**src/rtl/seg_scan_display.sv**
```systemverilog
// Binary-to-BCD (sequential double-dabble) converter with multiplexed 7-segment scan output.
// Optional leading-zero blanking: define SEG_SCAN_LZ_BLANK_EN.
module seg_scan_display #(
  parameter int BIN_W           = 8,
  parameter int NUM_DIGITS      = 3,
  parameter int SCAN_DIV_W      = 10,
  parameter int SEG_ACTIVE_HIGH = 1,
  parameter int DIG_ACTIVE_LOW  = 1
) (
  input  logic                  clk,
  input  logic                  rst_n,
  input  logic [BIN_W-1:0]      value_i,
  input  logic                  load_i,
  output logic                  busy_o,
  output logic [6:0]            seg_o,
  output logic [NUM_DIGITS-1:0] dig_en_o,
  output logic                  ovf_o
);
  localparam int BCD_W = 4 * NUM_DIGITS;
  localparam int CNT_W = (BIN_W > 1) ? $clog2(BIN_W) : 1;
  localparam int IDX_W = (NUM_DIGITS > 1) ? $clog2(NUM_DIGITS) : 1;
  localparam logic [6:0] SEG_OFF = (SEG_ACTIVE_HIGH != 0) ? 7'h00 : 7'h7F;
  localparam logic [NUM_DIGITS-1:0] DIG_OFF =
    (DIG_ACTIVE_LOW != 0) ? {NUM_DIGITS{1'b1}} : {NUM_DIGITS{1'b0}};

  typedef enum logic [1:0] {IDLE, SHIFT, COMMIT} state_t;

  state_t            state, state_nx;
  logic [BIN_W-1:0]  shifter, pend_val, start_val;
  logic [BCD_W-1:0]  shadow, adj, disp;
  logic [CNT_W-1:0]  bit_cnt;
  logic              sticky, pend, start;
  logic [SCAN_DIV_W-1:0] presc;
  logic [IDX_W-1:0]  scan_idx;
  logic [3:0]        cur_dig;
  logic              blank;
  logic [6:0]        raw_seg, seg_nx;
  logic [NUM_DIGITS-1:0] dig_en_nx;

  function automatic logic [6:0] seg_code(input logic [3:0] d);
    case (d)
      4'd0: return 7'h7E;
      4'd1: return 7'h30;
      4'd2: return 7'h6D;
      4'd3: return 7'h79;
      4'd4: return 7'h33;
      4'd5: return 7'h5B;
      4'd6: return 7'h5F;
      4'd7: return 7'h70;
      4'd8: return 7'h7F;
      4'd9: return 7'h73;
      default: return 7'h00;
    endcase
  endfunction

  always_comb begin
    adj = shadow;
    for (int unsigned d = 0; d < NUM_DIGITS; d++)
      if (shadow[4*d +: 4] > 4'd4) adj[4*d +: 4] = shadow[4*d +: 4] + 4'd3;
    state_nx  = state;
    start     = 1'b0;
    start_val = value_i;
    case (state)
      IDLE:
        if (load_i) begin
          start    = 1'b1;
          state_nx = SHIFT;
        end
      SHIFT:
        if (bit_cnt == '0) state_nx = COMMIT;
      COMMIT:
        // a load arriving in the commit cycle behaves like a pending load and wins over it
        if (pend || load_i) begin
          start     = 1'b1;
          start_val = load_i ? value_i : pend_val;
          state_nx  = SHIFT;
        end else begin
          state_nx = IDLE;
        end
      default: state_nx = IDLE;
    endcase
  end

  always_ff @(posedge clk or negedge rst_n) begin
    if (!rst_n) begin
      state    <= IDLE;
      shifter  <= '0;
      shadow   <= '0;
      bit_cnt  <= '0;
      sticky   <= 1'b0;
      pend     <= 1'b0;
      pend_val <= '0;
      disp     <= '0;
      ovf_o    <= 1'b0;
    end else begin
      state <= state_nx;
      if (start) begin
        shifter <= start_val;
        shadow  <= '0;
        sticky  <= 1'b0;
        bit_cnt <= CNT_W'(BIN_W - 1);
      end else if (state == SHIFT) begin
        shadow  <= {adj[BCD_W-2:0], shifter[BIN_W-1]};
        shifter <= shifter << 1;
        if (adj[BCD_W-1]) sticky <= 1'b1;
        if (bit_cnt != '0) bit_cnt <= bit_cnt - 1'b1;
      end
      if (state == COMMIT) begin
        disp  <= shadow;
        ovf_o <= sticky;
      end
      if (state == SHIFT && load_i) begin
        pend     <= 1'b1;
        pend_val <= value_i;
      end else if (state == COMMIT) begin
        pend <= 1'b0;
      end
    end
  end

  assign busy_o = (state != IDLE);

  always_comb begin
    cur_dig   = '0;
    dig_en_nx = '0;
    for (int unsigned d = 0; d < NUM_DIGITS; d++)
      if (scan_idx == IDX_W'(d)) begin
        cur_dig      = disp[4*d +: 4];
        dig_en_nx[d] = 1'b1;
      end
    if (DIG_ACTIVE_LOW != 0) dig_en_nx = ~dig_en_nx;
    blank = 1'b0;
`ifdef SEG_SCAN_LZ_BLANK_EN
    // blank when this digit and every digit above it are zero; digit 0 always shows
    blank = (scan_idx != '0);
    for (int unsigned d = 0; d < NUM_DIGITS; d++)
      if (IDX_W'(d) >= scan_idx && disp[4*d +: 4] != 4'd0) blank = 1'b0;
`endif
    if (ovf_o)      raw_seg = 7'h01;
    else if (blank) raw_seg = 7'h00;
    else            raw_seg = seg_code(cur_dig);
    seg_nx = (SEG_ACTIVE_HIGH != 0) ? raw_seg : ~raw_seg;
  end

  always_ff @(posedge clk or negedge rst_n) begin
    if (!rst_n) begin
      presc    <= '0;
      scan_idx <= '0;
      seg_o    <= SEG_OFF;
      dig_en_o <= DIG_OFF;
    end else begin
      presc <= presc + 1'b1;
      if (presc == '1) begin
        seg_o    <= seg_nx;
        dig_en_o <= dig_en_nx;
        scan_idx <= (scan_idx == IDX_W'(NUM_DIGITS - 1)) ? '0 : scan_idx + 1'b1;
      end
    end
  end
endmodule

```
**config.mk**
```make
export PLATFORM = sky130hd
export DESIGN_NAME = seg_scan_display
export DESIGN_NICKNAME = d
export VERILOG_FILES = /design/src/rtl/seg_scan_display.sv
export SDC_FILE = /design/constraint.sdc
export NUM_CORES = 1
export LEC_CHECK = 0
export BUFFER_PORTS_ARGS = -buffer_cell sky130_fd_sc_hd__buf_2
export CAP_MARGIN = 5
export CORE_MARGIN = 1.5
export CORE_UTILIZATION = 45
export CTS_CLUSTER_DIAMETER = 60
export DETAILED_ROUTE_END_ITERATION = 7
export SYNTH_ARGS = -nofsm -noshare
export SYNTH_HDL_FRONTEND = slang
export SYNTH_SLANG_ARGS = --single-unit
```
**constraint.sdc**
```tcl
create_clock -name clk -period 3.1 [get_ports clk]
set_input_delay 0 -clock clk [delete_from_list [all_inputs] [get_ports clk]]
set_output_delay 0 -clock clk [all_outputs]
set_load 0.005 [all_outputs]
```
## Word-level counts from Yosys, hierarchy flattened

Memory sizes are Yosys's and may differ from the RTL's.
Index checks and enable logic that the tools add are counted.
Widths: inputs -> output; s select.

| word-level totals | value |
|---|---|
| flip-flop bits (word level) | 70 |
| bits in latches | 0 |
| RAM bits | 0 |
| bits in read-only memories | 112 |
| input bits | 11 |
| output and inout bits | 12 |
| word-level logic and storage cells | 78 |
| memories | 1 |

| operators by class | value |
|---|---|
| add/subtract/negate cells | 6 |
| $mul | 0 |
| divide/modulo/power cells | 0 |
| order comparisons | 3 |
| equality and inequality tests | 7 |
| shift operators | 0 |
| multiplexer cells | 33 |
| bitwise gates (word level) | 1 |
| reductions and logical operators | 14 |

Memory list:

| name | words | width | read ports | clocked after memory_dff | write ports | RTL line | RTL |
|---|---|---|---|---|---|---|---|
| (no name shown) | 16 | 7 | 1 | 0 | 0 | 41 | `case (d)` |

Operator list:

| kind | count |
|---|---|
| $mux 8 | 5 |
| $mux 12 | 2 |
| $mux 4 | 6 |
| $add 4x2->4 const B | 3 |
| $gt 4x3->1 const B | 3 |
| $mux 1 | 11 |
| $add 10x1->10 const B | 1 |
| $eq 10x10->1 const B | 1 |
| $reduce_bool 2->1 | 5 |
| $mux 3 | 3 |
| $mux 7 | 1 |
| $mux 2 | 3 |
| $pmux 2 s3 | 1 |
| $reduce_and 2->1 | 3 |
| $eq 2x1->1 const B | 2 |
| $eq 2x2->1 const B | 2 |
| $logic_not 2->1 | 2 |
| $ne 2x2->1 const B | 2 |
| $logic_not 3->1 | 1 |
| $not 3->3 | 1 |
| $reduce_bool 3->1 | 1 |
| $sub 3x1->3 const B | 1 |
| $add 2x1->2 const B | 1 |
| $pmux 1 s2 | 1 |
| other kinds (2) | 2 |

## Depth between registers and ports, before layout

An unclocked memory read counts as a cell.

| logic depth | value |
|---|---|
| word-level depth | 6 |
| gate-level depth with buffers | 9 |
| mapped depth without buffers | 8 |

## Worst setup path after synthesis

No wires, ideal clock.

| timing path | value |
|---|---|
| path type | flip-flop to flip-flop |
| start point | register scan_idx[0] |
| end point | register seg_o[6] |
| library setup time | 66 ps |
| data arrival time | 1658 ps |
| data required time | 3034 ps |
| slack | 1376 ps |
| stages on the path, launching flop included | 10 |
| buffers on the path | 1 |
| clock period less this slack | 1724 ps |
| cell sequence | dfrtp_1 buf_6 mux2i_1 a2bb2oi_1 inv_1 ha_1 inv_1 mux2i_1 o22ai_1 a22o_1 |

| on the way | value |
|---|---|
| longest elaborated chain between the ends | 6 |
| elaborated cells on any way between the ends | 8 |
| classes of those cells | eq/ne (2); mux (4); reduce/logical (1); memory (1) |

RTL lines:

| element | RTL line | RTL |
|---|---|---|
| from (decl) | 34 | `logic [IDX_W-1:0] scan_idx;` |
| from (signal assigned) | 156 | `scan_idx <= (scan_idx == IDX_W'(NUM_DIGITS - 1)) ? '0 : scan_idx + 1'b1;` |
| $logic_not 2->1 | 127 | `if (scan_idx == IDX_W'(d)) begin` |
| $mux 4 (2 in series) | 127 |  |
| $mux 4 * | 127 |  |
| $mem_v2 16x7 * | - |  |
| $mux 7 * | 139 | `if (ovf_o) raw_seg = 7'h01;` |
| to (signal assigned) | 154 | `seg_o <= seg_nx;` |
| to (decl) | 15 | `output logic [6:0] seg_o,` |

Mark *: on every way between the ends. The rest lies on a longest branch, timed or not.
A chain may end at the register's enable or synchronous reset.

## Worst setup path after layout

Ends and elaborated chain as after synthesis.

==> metrics <==
Post-CTS Hold Fix Bufs=9; clk_skew=10.64 ps; Slew Limit Fails=0; Starting DRT DRC Count=116; FF+latch count, synth=70; drt pass-1 iters=4; DIE AREA=8120 sq um; Num CTS Buffers=9; PortBufs=22; global-route wire length before repair=10.88 mm; number of synthesized flops with an enable pin=0; Max-slew headroom=41.70%; Worst EP arrival=2390 ps; largest area contributor in the netlist=dfrtp_1; post-CTS sizing=0; Post-synth ARST share=100.0%; library cells used by synthesis=44; Mapped Area=3415 sq um; TritonCTS clock tree=done; Final Setup Violations=0; IO Count=23; slowest stage cell, crit path=dfrtp_1; DP Worst Slack=approximately 1100 ps; Final Util=between 50% and 60%; nets=375; Mapped Nets=345; Worst-Margin Slew=874.5 ps; Clock transition at path regs=80 ps; GPL Wtd Cong=around 0.81; Top FF cell, synth=dfrtp_1; largest net degree at the start of global routing=71; GR Overflow Total=0; setup_tns=0 ps; worst vdd ir=426.4 uV; crit-path leading delay family=compound AO/OA/AOI/OAI gates; H-tree depth=3; Yosys Warn Count=0; Placeable Area=~7300 sq um; share of layout cells above drive strength 1=16.48%; Setup Fix Bufs, Post-CTS=0; Leakage=1.827 nW; clk_lat worst skew=350 ps; Simple-Gate Fraction of Synth Area=12.17%; kind of critical path=reg -> reg; unrepaired setup endpoints after global routing=no; n_diodes=0; status=completed; mux cell area share after synthesis=under 10%; post-synth top area share=49.10%; synthesized area per cell=10.57 sq um; routed vias/inst=5.168; # rows=31; via count=roughly 2400; CP max FO=8; Hold Vio Cnt, Final=0; adder-cell share of the synthesized area=4.031%; required time worst endpoint=about 3400 ps; CTS Buffer Depth=2; Die X=between 90 and 100 um; Compound-Gate Fraction of Synth Area=15.79%; clock sink count=70; Post-route DRC=0; Cells after Synth=323; startpoint types=flop; P per Cell Area=about 860 nW/um^2; Seq/Total Area, Yosys=51.41%; largest family of logic cells by synthesized area=compound AO/OA/AOI/OAI gates; Final min period=between 2000 and 2500 ps; clk root buf=clkbuf_8; worst min-delay path category=in -> reg; height of the die=90.11 um; period utilisation layout=67.59%; hpwl dp=4.063 mm; per-cell routed wire length=13.46 um; crit-path cells=mux2i_1 -> a2bb2oi_1 -> inv_1 -> ha_1 -> inv_1 -> mux2i_1 -> o22ai_1 -> a22o_1; # fillers=~670; antenna-violating nets left=0; post-route setup slack=1005 ps; XOR/XNOR Fraction of Synth Area=3.335%; number of max-cap violations=0; DRT Wirelength=6.150 mm; vias in the first global route=2285; initial core utilization=46.83%; most common cell in the netlist=dfrtp_1; initial antenna violation count=0; Bufs and invs on worst path=2; Synth area leaders=dfrtp_1, nand2_1, ha_1, o21ai_1, mux2i_1; area grow syn2layout=13.70%; GRT Overall Usage=around 17%; CP Capture Type=flop; fmax=~480 MHz; commonest cells in the synthesized netlist=dfrtp_1, nand2_1, o21ai_1; worst stage delay on the critical path=610 ps
## final timing paths
kind	end	cells after the start	slack (ps)	start
worst max-delay path	seg_o[6]	8	1000	scan_idx[0]
worst min-delay path	shifter[4]	4	180	load_i
worst max register to register	seg_o[6]	8	1000	scan_idx[0]
worst min register to register	dig_en_o[0]	2	460	dig_en_o[0]
max in group asynchronous	shadow[5]	3	2130	rst_n
min in group asynchronous	seg_o[6]	3	380	rst_n
## state kept, by name, summed over array words and instances, names as in the netlist
signal    count
seg_o         7
shifter       8
sticky        1
bit_cnt       3
scan_idx      2
disp         12
dig_en_o      3
pend          1
ovf_o         1
state         2
shadow       12
pend_val      8
presc        10
## per-layer routing
layer  GRT usage, %  vias to the layer above  wire length, um
met2          24.24                       28             2691
met1          23.74                     1119             3233
met5              0                        -                0
met3          4.315                       10              143
li1               -                     1205                -
met4          5.556                        0               82
## per-stage QoR
| step | std cells | instance area (sq um) | hold WS [ps] | power, W |
|---|---|---|---|---|
| 3_3_place_gp | 432 | 3592 | 226.7 | 0.002565 |
| 6_report | 457 | 3882 | 177.9 | 0.003336 |
| 2_1_floorplan | 323 | 3415 | -295.6 | 0.002321 |
| 3_5_place_dp | 432 | 3592 | 233.9 | 0.002602 |
| 4_1_cts | 457 | 3882 | 164.7 | 0.003364 |
| 5_1_grt | 457 | 3882 | 185.8 | 0.003618 |
## area by class of cell
type                       instances  area, sq um  share of cell area, %
inverter                          19        71.32                  1.837
sequential                        70         1755                  45.21
clock buffer                      12        155.1                  3.996
multi-input combinational        219         1509                  38.87
tap                               99        123.9                  3.190
timing repair buffer              34        222.7                  5.736
clock inverter                     4        45.04                  1.160
## layout by cell type (no fill, tap or decap), drive strengths merged, types with 4 or more instances in the layout
| cell | n |
|---|---|
| a21oi | 16 |
| a221oi | 4 |
| a22o | 4 |
| a22oi | 4 |
| buf | 25 |
| clkbuf | 12 |
| dfrtp | 67 |
| dlygate4sd3 | 9 |
| ha | 11 |
| inv | 19 |
| mux2 | 16 |
| mux2i | 11 |
| nand2 | 38 |
| nand2b | 4 |
| nand3 | 15 |
| nor2 | 14 |
| nor3 | 6 |
| o21ai | 31 |
| o22ai | 4 |
| o31ai | 5 |
| xnor2 | 9 |
| xor2 | 4 |
## where the power goes
part | internal, W | switching [W] | total (W)
registers | 0.00119 | 0.000229 | 0.00141
clock network | 0.000412 | 0.000335 | 0.000747
logic | 0.000527 | 0.000648 | 0.00117
## worst register-to-register path, delay by kind of cell, from the launching register on
kind	cells	cell delay [ps]
buffers and inverters	2	190
multiplexers	2	340
flip-flops	1	610
adder cells (fa/ha/maj)	1	210
AO/OA/AOI/OAI	3	690
## cells by family (layout without fill, tap and decap cells)
kind of cell | Yosys count | in the layout
adder cells (fa/ha/maj) | 11 | 11
buffers and inverters | 34 | 69
multiplexers | 27 | 27
AO/OA/AOI/OAI | 81 | 81
AND/OR/NAND/NOR | 87 | 87
flip-flops | 70 | 70
XOR/XNOR | 13 | 13
No activity file was read; power rests on OpenSTA's default activity.
